## src/rtl/ip_packet_rx.sv

```systemverilog
// Ethernet/IPv4 receive filter: parses a MAC byte stream, drops frames not addressed
// to the accelerator and hands the sender addresses plus a 10-bit message downstream.
module ip_packet_rx #(
  parameter int AXI_S_DATA_WIDTH = 8,
  parameter int IP_ADDR_WIDTH    = 32,
  parameter int MAC_ADDR_WIDTH   = 48,
  parameter int ACCEL_DATA_WIDTH = 10
) (
  input  logic                        aclk,
  input  logic                        areset,
  input  logic [IP_ADDR_WIDTH-1:0]    ACCELERATOR_IP_ADDRESS,
  input  logic [MAC_ADDR_WIDTH-1:0]   ACCELERATOR_MAC_ADDRESS,
  input  logic [AXI_S_DATA_WIDTH-1:0] MAC_DATA_IN,
  input  logic                        MAC_DATA_VALID,
  input  logic                        MAC_DATA_FIRST,
  input  logic                        MAC_DATA_LAST,
  output logic                        MAC_DATA_READY,
  output logic [IP_ADDR_WIDTH-1:0]    SENDER_IP_ADDRESS,
  output logic [MAC_ADDR_WIDTH-1:0]   SENDER_MAC_ADDRESS,
  output logic [ACCEL_DATA_WIDTH-1:0] SENDER_MESSAGE,
  output logic                        MSG_VALID,
  input  logic                        MSG_READY,
  output logic [7:0]                  DROP_COUNT
);
  localparam int BW      = AXI_S_DATA_WIDTH;
  localparam int HI_BITS = ACCEL_DATA_WIDTH - BW;
  localparam logic [5:0] IDX_MAX = 6'd36;

  typedef enum logic [2:0] {
    IDLE,
    RX_ETH_HDR,
    RX_IP_HDR,
    RX_USER_DATA,
    DROP,
    DELIVER
  } state_t;

  state_t state, next_state;
  logic [5:0] byte_idx, cur_idx;
  logic [MAC_ADDR_WIDTH-BW-1:0] dst_mac_lo;
  logic [MAC_ADDR_WIDTH-1:0] src_mac, dst_mac_full;
  logic [IP_ADDR_WIDTH-BW-1:0] dst_ip_lo;
  logic [IP_ADDR_WIDTH-1:0] src_ip, dst_ip_full;
  logic [BW-1:0] eth_hi, byte35, msg_lo;
  logic [HI_BITS-1:0] byte34_lo;
  logic accept, in_frame, proc_en, restart, drop_end, fail, frame_drop, deliver_go;
  logic [1:0] drop_inc;
  logic [8:0] drop_sum;

  // A FIRST byte always starts a fresh frame as byte 0, whatever state we were in.
  assign accept       = MAC_DATA_VALID && MAC_DATA_READY;
  assign in_frame     = (state == RX_ETH_HDR) || (state == RX_IP_HDR) || (state == RX_USER_DATA);
  assign proc_en      = accept && (MAC_DATA_FIRST || in_frame);
  assign cur_idx      = MAC_DATA_FIRST ? 6'd0 : byte_idx;
  assign restart      = accept && MAC_DATA_FIRST && (in_frame || state == DROP);
  assign drop_end     = accept && !MAC_DATA_FIRST && MAC_DATA_LAST && (state == DROP);
  assign dst_mac_full = {dst_mac_lo, MAC_DATA_IN};
  assign dst_ip_full  = {dst_ip_lo, MAC_DATA_IN};
  assign msg_lo       = (cur_idx == 6'd35) ? MAC_DATA_IN : byte35;

  always_comb begin
    fail = 1'b0;
    case (cur_idx)
      6'd5:  fail = (dst_mac_full != ACCELERATOR_MAC_ADDRESS) &&
                    (dst_mac_full != {MAC_ADDR_WIDTH{1'b1}});
      6'd13: fail = ({eth_hi, MAC_DATA_IN} != 16'h0800);
      6'd14: fail = (MAC_DATA_IN != 8'h45);
      6'd33: fail = (dst_ip_full != ACCELERATOR_IP_ADDRESS);
      default: fail = 1'b0;
    endcase
  end

  assign frame_drop = proc_en && MAC_DATA_LAST && ((cur_idx < 6'd35) || fail);
  assign deliver_go = proc_en && MAC_DATA_LAST && !frame_drop;
  assign drop_inc   = 2'(restart) + 2'(frame_drop) + 2'(drop_end);
  assign drop_sum   = {1'b0, DROP_COUNT} + 9'(drop_inc);

  always_comb begin
    next_state = state;
    if (state == DELIVER) begin
      if (MSG_VALID && MSG_READY) next_state = IDLE;
    end else if (proc_en) begin
      if (MAC_DATA_LAST)        next_state = deliver_go ? DELIVER : IDLE;
      else if (fail)            next_state = DROP;
      else if (cur_idx < 6'd13) next_state = RX_ETH_HDR;
      else if (cur_idx < 6'd33) next_state = RX_IP_HDR;
      else                      next_state = RX_USER_DATA;
    end else if (drop_end) begin
      next_state = IDLE;
    end
  end

  always_ff @(posedge aclk or posedge areset) begin
    if (areset) begin
      state              <= IDLE;
      byte_idx           <= '0;
      dst_mac_lo         <= '0;
      src_mac            <= '0;
      dst_ip_lo          <= '0;
      src_ip             <= '0;
      eth_hi             <= '0;
      byte34_lo          <= '0;
      byte35             <= '0;
      MAC_DATA_READY     <= 1'b1;
      MSG_VALID          <= 1'b0;
      SENDER_IP_ADDRESS  <= '0;
      SENDER_MAC_ADDRESS <= '0;
      SENDER_MESSAGE     <= '0;
      DROP_COUNT         <= '0;
    end else begin
      state          <= next_state;
      MAC_DATA_READY <= (next_state != DELIVER);
      DROP_COUNT     <= drop_sum[8] ? 8'hFF : drop_sum[7:0];

      if (next_state == RX_ETH_HDR || next_state == RX_IP_HDR || next_state == RX_USER_DATA) begin
        if (proc_en) byte_idx <= (cur_idx == IDX_MAX) ? IDX_MAX : cur_idx + 6'd1;
      end else begin
        byte_idx <= '0;
      end

      // Header fields are shifted in MSB first as their bytes go by.
      if (proc_en) begin
        if (cur_idx <= 6'd5)
          dst_mac_lo <= dst_mac_full[MAC_ADDR_WIDTH-BW-1:0];
        else if (cur_idx <= 6'd11)
          src_mac <= {src_mac[MAC_ADDR_WIDTH-BW-1:0], MAC_DATA_IN};
        else if (cur_idx == 6'd12)
          eth_hi <= MAC_DATA_IN;
        else if (cur_idx >= 6'd26 && cur_idx <= 6'd29)
          src_ip <= {src_ip[IP_ADDR_WIDTH-BW-1:0], MAC_DATA_IN};
        else if (cur_idx >= 6'd30 && cur_idx <= 6'd32)
          dst_ip_lo <= dst_ip_full[IP_ADDR_WIDTH-BW-1:0];
        else if (cur_idx == 6'd34)
          byte34_lo <= MAC_DATA_IN[HI_BITS-1:0];
        else if (cur_idx == 6'd35)
          byte35 <= MAC_DATA_IN;
      end

      if (deliver_go) begin
        MSG_VALID          <= 1'b1;
        SENDER_IP_ADDRESS  <= src_ip;
        SENDER_MAC_ADDRESS <= src_mac;
        SENDER_MESSAGE     <= {byte34_lo, msg_lo};
      end else if (state == DELIVER && MSG_READY) begin
        MSG_VALID <= 1'b0;
      end
    end
  end
endmodule
```

## config.mk

```make
export PLATFORM = sky130hd
export DESIGN_NAME = ip_packet_rx
export DESIGN_NICKNAME = d
export VERILOG_FILES = /design/src/rtl/ip_packet_rx.sv
export SDC_FILE = /design/constraint.sdc
export NUM_CORES = 1
export LEC_CHECK = 0
export CORE_AREA = 2 2 223 159
export CTS_BUF_LIST = sky130_fd_sc_hd__clkbuf_4
export DETAILED_ROUTE_END_ITERATION = 10
export DIE_AREA = 0 0 225 161
export GPL_TIMING_DRIVEN = 0
export SLEW_MARGIN = 20
export SYNTH_ARGS = -nofsm -noshare
export SYNTH_HDL_FRONTEND = slang
export SYNTH_SLANG_ARGS = --single-unit
```

## constraint.sdc

```tcl
create_clock -name aclk -period 8.6 [get_ports aclk]
set_input_delay 1.29 -clock aclk [delete_from_list [all_inputs] [get_ports aclk]]
set_output_delay 1.29 -clock aclk [all_outputs]
set_load 0.005 [all_outputs]
```

Yosys cells after proc, flatten, opt, wreduce, memory -nomap -nowiden --
Cells that the tools add are included.
Word-level totals: register bits after elaboration 271, output and inout bits 100, logic and storage cells 107
Operators by class: muxes and demuxes 18, bitwise gates (word level) 6, $add $sub $neg 4, order comparisons 9, equal/unequal tests 23, reductions and logical operators 32
Operators with widths (count):
- 48-bit inequality test | 1
- 48-bit inequality test, second input constant | 1
- 32-bit inequality test | 1
- 6-bit equality test, second input constant | 4
- 6-bit two-way mux | 4
- 3-bit two-way mux | 7
- 6-bit by 4-bit equality test with 1-bit output, second input constant | 3
- 8-bit two-way mux | 2
- 16-bit by 12-bit inequality test with 1-bit output, second input constant | 1
- 1-bit logical AND | 15
- 7-bit AND reduction | 2
- 3-bit by 2-bit equality test with 1-bit output, second input constant | 4
- 6-bit by 5-bit >= comparator with 1-bit output, second input constant | 2
- 6-bit < comparator, second input constant | 2
- 8-bit by 2-bit adder with 9-bit output | 1
- 8-bit by 7-bit inequality test with 1-bit output, second input constant | 1
- 1-bit logical OR | 7
- 6-bit by 1-bit adder with 6-bit output, second input constant | 1
- 3-bit by 1-bit equality test with 1-bit output, second input constant | 2
- 3-bit equality test, second input constant | 2
- 6-bit by 3-bit equality test with 1-bit output, second input constant | 1
- 6-bit by 3-bit less-or-equal comparator with 1-bit output, second input constant | 1
- 6-bit by 4-bit less-or-equal comparator with 1-bit output, second input constant | 1
- 6-bit by 5-bit less-or-equal comparator with 1-bit output, second input constant | 1
- other kinds (17) | 25

Longest topological paths before layout --
word-level depth 17, mapped depth 18, mapped depth without buffers 16

Worst setup path before layout --
No wires, ideal clock.
kind input-to-reg, from input MAC_DATA_FIRST, to register DROP_COUNT[5], slack 4.235 ns, arrival time 4.231 ns, cell stages on the path 18, buffers on the path 2, required time 8.467 ns, cell sequence clkbuf_1 > inv_1 > clkbuf_1 > nand2_1 > inv_1 > ha_1 > and3_1 > o311ai_0 > nand3_1 > nor2_1 > nor2_1 > fa_1 > ha_1 > fa_1 > nand2_1 > nor2_1 > nand3_1 > nand3_1
Between the ends: cells in the longest elaborated chain, start to end 9, elaborated cells between the ends (all ways) 22
RTL lines:
- start, declared | line 15 | input logic MAC_DATA_FIRST,
- 6-bit two-way mux | line 54 | assign cur_idx = MAC_DATA_FIRST ? 6'd0 : byte_idx;
- 6-bit equality test, or another cell as far along | line 63 | case (cur_idx)
- 1-bit one-hot mux with 4 select lines | line 63
- 1-bit logical OR | line 73 | assign frame_drop = proc_en && MAC_DATA_LAST && ((cur_idx < 6'd35) || fail);
- 1-bit logical AND | line 73
- 1-bit by 1-bit adder with 2-bit output | line 75 | assign drop_inc = 2'(restart) + 2'(frame_drop) + 2'(drop_end);
- 2-bit by 1-bit adder with 2-bit output * | line 75
- 8-bit by 2-bit adder with 9-bit output * | line 76 | assign drop_sum = {1'b0, DROP_COUNT} + 9'(drop_inc);
- 8-bit two-way mux * | line 113 | DROP_COUNT <= drop_sum[8] ? 8'hFF : drop_sum[7:0];
- end signal, assigned | line 113
- end, declared | line 23 | output logic [7:0] DROP_COUNT
Mark *: on every way between the ends. The rest lies on a longest branch, timed or not. A chain may end at the register's enable or synchronous reset.

Final worst setup path --
from input MAC_DATA_IN[6], to register DROP_COUNT[5]
Between the ends: cells in the longest elaborated chain, start to end 9, elaborated cells between the ends (all ways) 13
RTL lines:
- start, declared | line 13 | input logic [AXI_S_DATA_WIDTH-1:0] MAC_DATA_IN,
- 48-bit inequality test (on tied branches) | line 64, 65
- 1-bit logical AND | line 64 | 6'd5: fail = (dst_mac_full != ACCELERATOR_MAC_ADDRESS) &&
- 1-bit one-hot mux with 4 select lines * | line 63
- 1-bit logical OR * | line 73
- 1-bit logical AND * | line 73
- 1-bit by 1-bit adder with 2-bit output * | line 75
- 2-bit by 1-bit adder with 2-bit output * | line 75
- 8-bit by 2-bit adder with 9-bit output * | line 76
- 8-bit two-way mux * | line 113
Marks and branches as above.

==> results.sh <==
export IMPL_grt_max_degree=33
export IMPL_synth_distinct_cells=49
export IMPL_final_common_cell="dfrtp_1"
export IMPL_hold_viol=0
export IMPL_numCtsBuffers=72
export IMPL_die_w_um=225
export IMPL_startpoint_type="primary input"
export IMPL_slew_viol_final=0
export IMPL_ant_nets=0
export IMPL_r2r_slack_ps=4540
export IMPL_cp_max_fo=10
export IMPL_grt_overflow_total=0
export IMPL_yosys_area_share_adder=0.0108
export IMPL_syn2layout_area_growth_pct=30.9
export IMPL_max_freq_ghz=0.199
export IMPL_synth_edf_count=0
export IMPL_r2r_start="dst_mac_lo[18]"
export IMPL_powerDensity_mw_per_mm2=208
export IMPL_fin_cells=1615
export IMPL_yosysSeqAreaShare=0.576
export IMPL_path_clk_slew_ps=70
export IMPL_grt_setup_unrepaired="false"
export IMPL_cts_htree_levels=3
export IMPL_avgSynthCellArea_um2=13.9
export IMPL_num_vias=7844
export IMPL_gp_congestion=0.862
export IMPL_syn_nets=948
export IMPL_maxCapViolCount=0
export IMPL_clock_latency_ps=700
export IMPL_period_needed_ps=5020
export IMPL_ys_seq_elements=271
export IMPL_timing_hold_ws_ps=492
export IMPL_cp_arrival_ps=5580
export IMPL_drive_above_1_share=0.342
export IMPL_synthMuxAreaShare=0.249
export IMPL_die_area_mm2=0.0362
export IMPL_synth_cells=845
export IMPL_min_delay_path_depth=1
export IMPL_synth_flop_cell="dfrtp_1"
export IMPL_core_region_area_mm2=0.0342
export IMPL_post_drt_via_cell_ratio=4.86
export IMPL_cts_sinks=271
export IMPL_async_flop_share=1.00
export IMPL_regArea_mm2=0.00678
export IMPL_drc=0
export IMPL_setup_viol=0
export IMPL_hpwl_um=22100
export IMPL_synth_compound_area_frac=0.0260
export IMPL_fillers=3193
export IMPL_critPathKind="primary input to register"
export IMPL_peakVddDrop_v=0.000101
export IMPL_wl_per_cell_um=18.8
export IMPL_r2r_end="DROP_COUNT[5]"
export IMPL_die_h_um=161
export IMPL_multi_input_area_mm2=0.00480
export IMPL_status="complete, no violations"
export IMPL_ctsHoldBuffers=0
export IMPL_grt_pass1_wl_um=47700
export IMPL_hp_class="register to register"
export IMPL_layout_common_cells="dfrtp_1 (270), mux2_2 (259), clkdlybuf4s50_1 (192)"
export IMPL_io_pin_count=194
export IMPL_fin_nets=1224
export IMPL_first_pass_iters=5
export IMPL_cts_resized=0
export IMPL_cts_path_max_buffers=3
export IMPL_max_slew_worst_pin_slew_ps=927
export IMPL_setup_worst_path_end_class="register"
export IMPL_cts_root_buf="clkbuf_4"
export IMPL_synth_warnings=0
export IMPL_r2r_cells=14
export IMPL_tritoncts="yes"
export IMPL_cts_setup_buffers=0
export IMPL_required_ps=9170
export IMPL_synth_top_family_by_area="multiplexers"
export IMPL_grt_pass1_vias=8123
export IMPL_grt_usage=0.172
export IMPL_rows=57
export IMPL_hold_end="SENDER_IP_ADDRESS[29]"
export IMPL_dp_cells=1489
export IMPL_p_leak_nw=7.26
export IMPL_synth_xor_area_frac=0.0617
export IMPL_hp_start="SENDER_IP_ADDRESS[29]"
export IMPL_yosys_area_share_simple=0.0597
export IMPL_port_buffers=192
export IMPL_wl_um=30300
export IMPL_antenna_found_initial=3
export IMPL_drtIter0Drc=400
export IMPL_syn_area_mm2=0.0118
export IMPL_start_util=0.345
export IMPL_period_share=0.583
export IMPL_worst_clock_skew_ps=33.2
export IMPL_tns_ps=0
export IMPL_max_slew_margin=0.378
## power by group
part	switching, mW	total [mW]	internal, mW
clock network	0.526	1.17	0.644
logic	0.179	0.436	0.257
registers	0.178	1.60	1.43
total	0.883	3.21	2.33
## cell usage after synthesis, drive strengths merged (2+ instances only)
cell type  count  area share
a211oi         3      0.0019
a21o           3      0.0019
a21oi          9      0.0038
a22oi          2      0.0013
a32oi          2      0.0015
a41oi          3      0.0022
and3           7      0.0037
buf           16      0.0069
clkbuf        21      0.0067
dfrtp        270        0.57
fa             2      0.0034
ha             7      0.0074
inv           10      0.0032
mux2         260        0.25
nand2         22      0.0070
nand2b         3      0.0016
nand3         15      0.0064
nand4         18      0.0096
nor2          17      0.0054
nor3           5      0.0025
nor3b          2      0.0017
nor4          32       0.017
nor4b          2      0.0015
o211ai         2      0.0013
o21ai          9      0.0038
o22ai          2      0.0011
or3            4      0.0021
xor2          82       0.061
## layout make-up
type / count / share of cell area
buffer: 37 / 0.0104
timing repair buffer: 202 / 0.139
tap: 442 / 0.0359
sequential: 271 / 0.440
antenna: 2 / 0.000324
clock inverter: 13 / 0.00706
multi-input combinational: 527 / 0.311
clock buffer: 111 / 0.0540
inverter: 10 / 0.00268
## how the worst max path moves through the flow
| stage | start | slack (ps) | cells past startpoint | end |
|---|---|---|---|---|
| after global placement | areset | 1620 | 2 | dst_ip_lo[19] |
| after global routing | MAC_DATA_IN[6] | 3370 | 16 | DROP_COUNT[5] |
| after CTS | MAC_DATA_IN[6] | 3630 | 16 | DROP_COUNT[5] |
| final | MAC_DATA_IN[6] | 3580 | 16 | DROP_COUNT[5] |
| after detailed placement | MAC_DATA_IN[6] | 2830 | 16 | DROP_COUNT[5] |
| after floorplan | areset | 3730 | 1 | DROP_COUNT[0] |
## cells by family (layout without fill, tap and decap cells)
kind of cell	after synthesis	in the layout
adder cells (fa/ha/maj)	9	9
XOR/XNOR	83	83
buffers and inverters	47	373
other	0	2
flip-flops	271	271
AO/OA/AOI/OAI	45	45
AND/OR/NAND/NOR	129	129
multiplexers	261	261
## routing by layer
metal  share of wire  vias to the layer above  global-route usage
met4           0.014                        0              0.0433
met5               0                        -                   0
met1            0.49                     3942               0.253
li1                -                     3652                   -
met2            0.44                      210               0.246
met3           0.058                       40              0.0533
## critical path: stages
cell and delay, ps:
clkdlybuf4s50_1 480, clkbuf_1 590, xor2_1 160, nor4_1 290, nand4_1 140, o311ai_0 680, nand3_1 200, nor2_1 120
nor2_1 70, fa_1 430, ha_1 220, fa_1 420, nand2_1 110, nor2_1 70, nand3_1 210, nand3_1 100
## state kept, by name (all words and copies together) (netlist names)
| register | flops |
|---|---|
| SENDER_IP_ADDRESS | 32 |
| MSG_VALID | 1 |
| dst_ip_lo | 24 |
| state | 3 |
| src_mac | 48 |
| eth_hi | 8 |
| MAC_DATA_READY | 1 |
| dst_mac_lo | 40 |
| byte_idx | 6 |
| SENDER_MESSAGE | 10 |
| byte35 | 8 |
| SENDER_MAC_ADDRESS | 48 |
| src_ip | 32 |
| byte34_lo | 2 |
| DROP_COUNT | 8 |
## through the flow
step	utilization	setup WS [ps]	area, um2	power, mW
after floorplan	-	3730	11800	1.85
after global placement	0.417	1620	14300	2.04
after detailed placement	0.424	2830	14500	2.07
after CTS	0.451	3630	15400	3.27
after global routing	0.451	3370	15400	3.41
final	0.451	3580	15400	3.21
No activity file was read; power rests on OpenSTA's default activity.
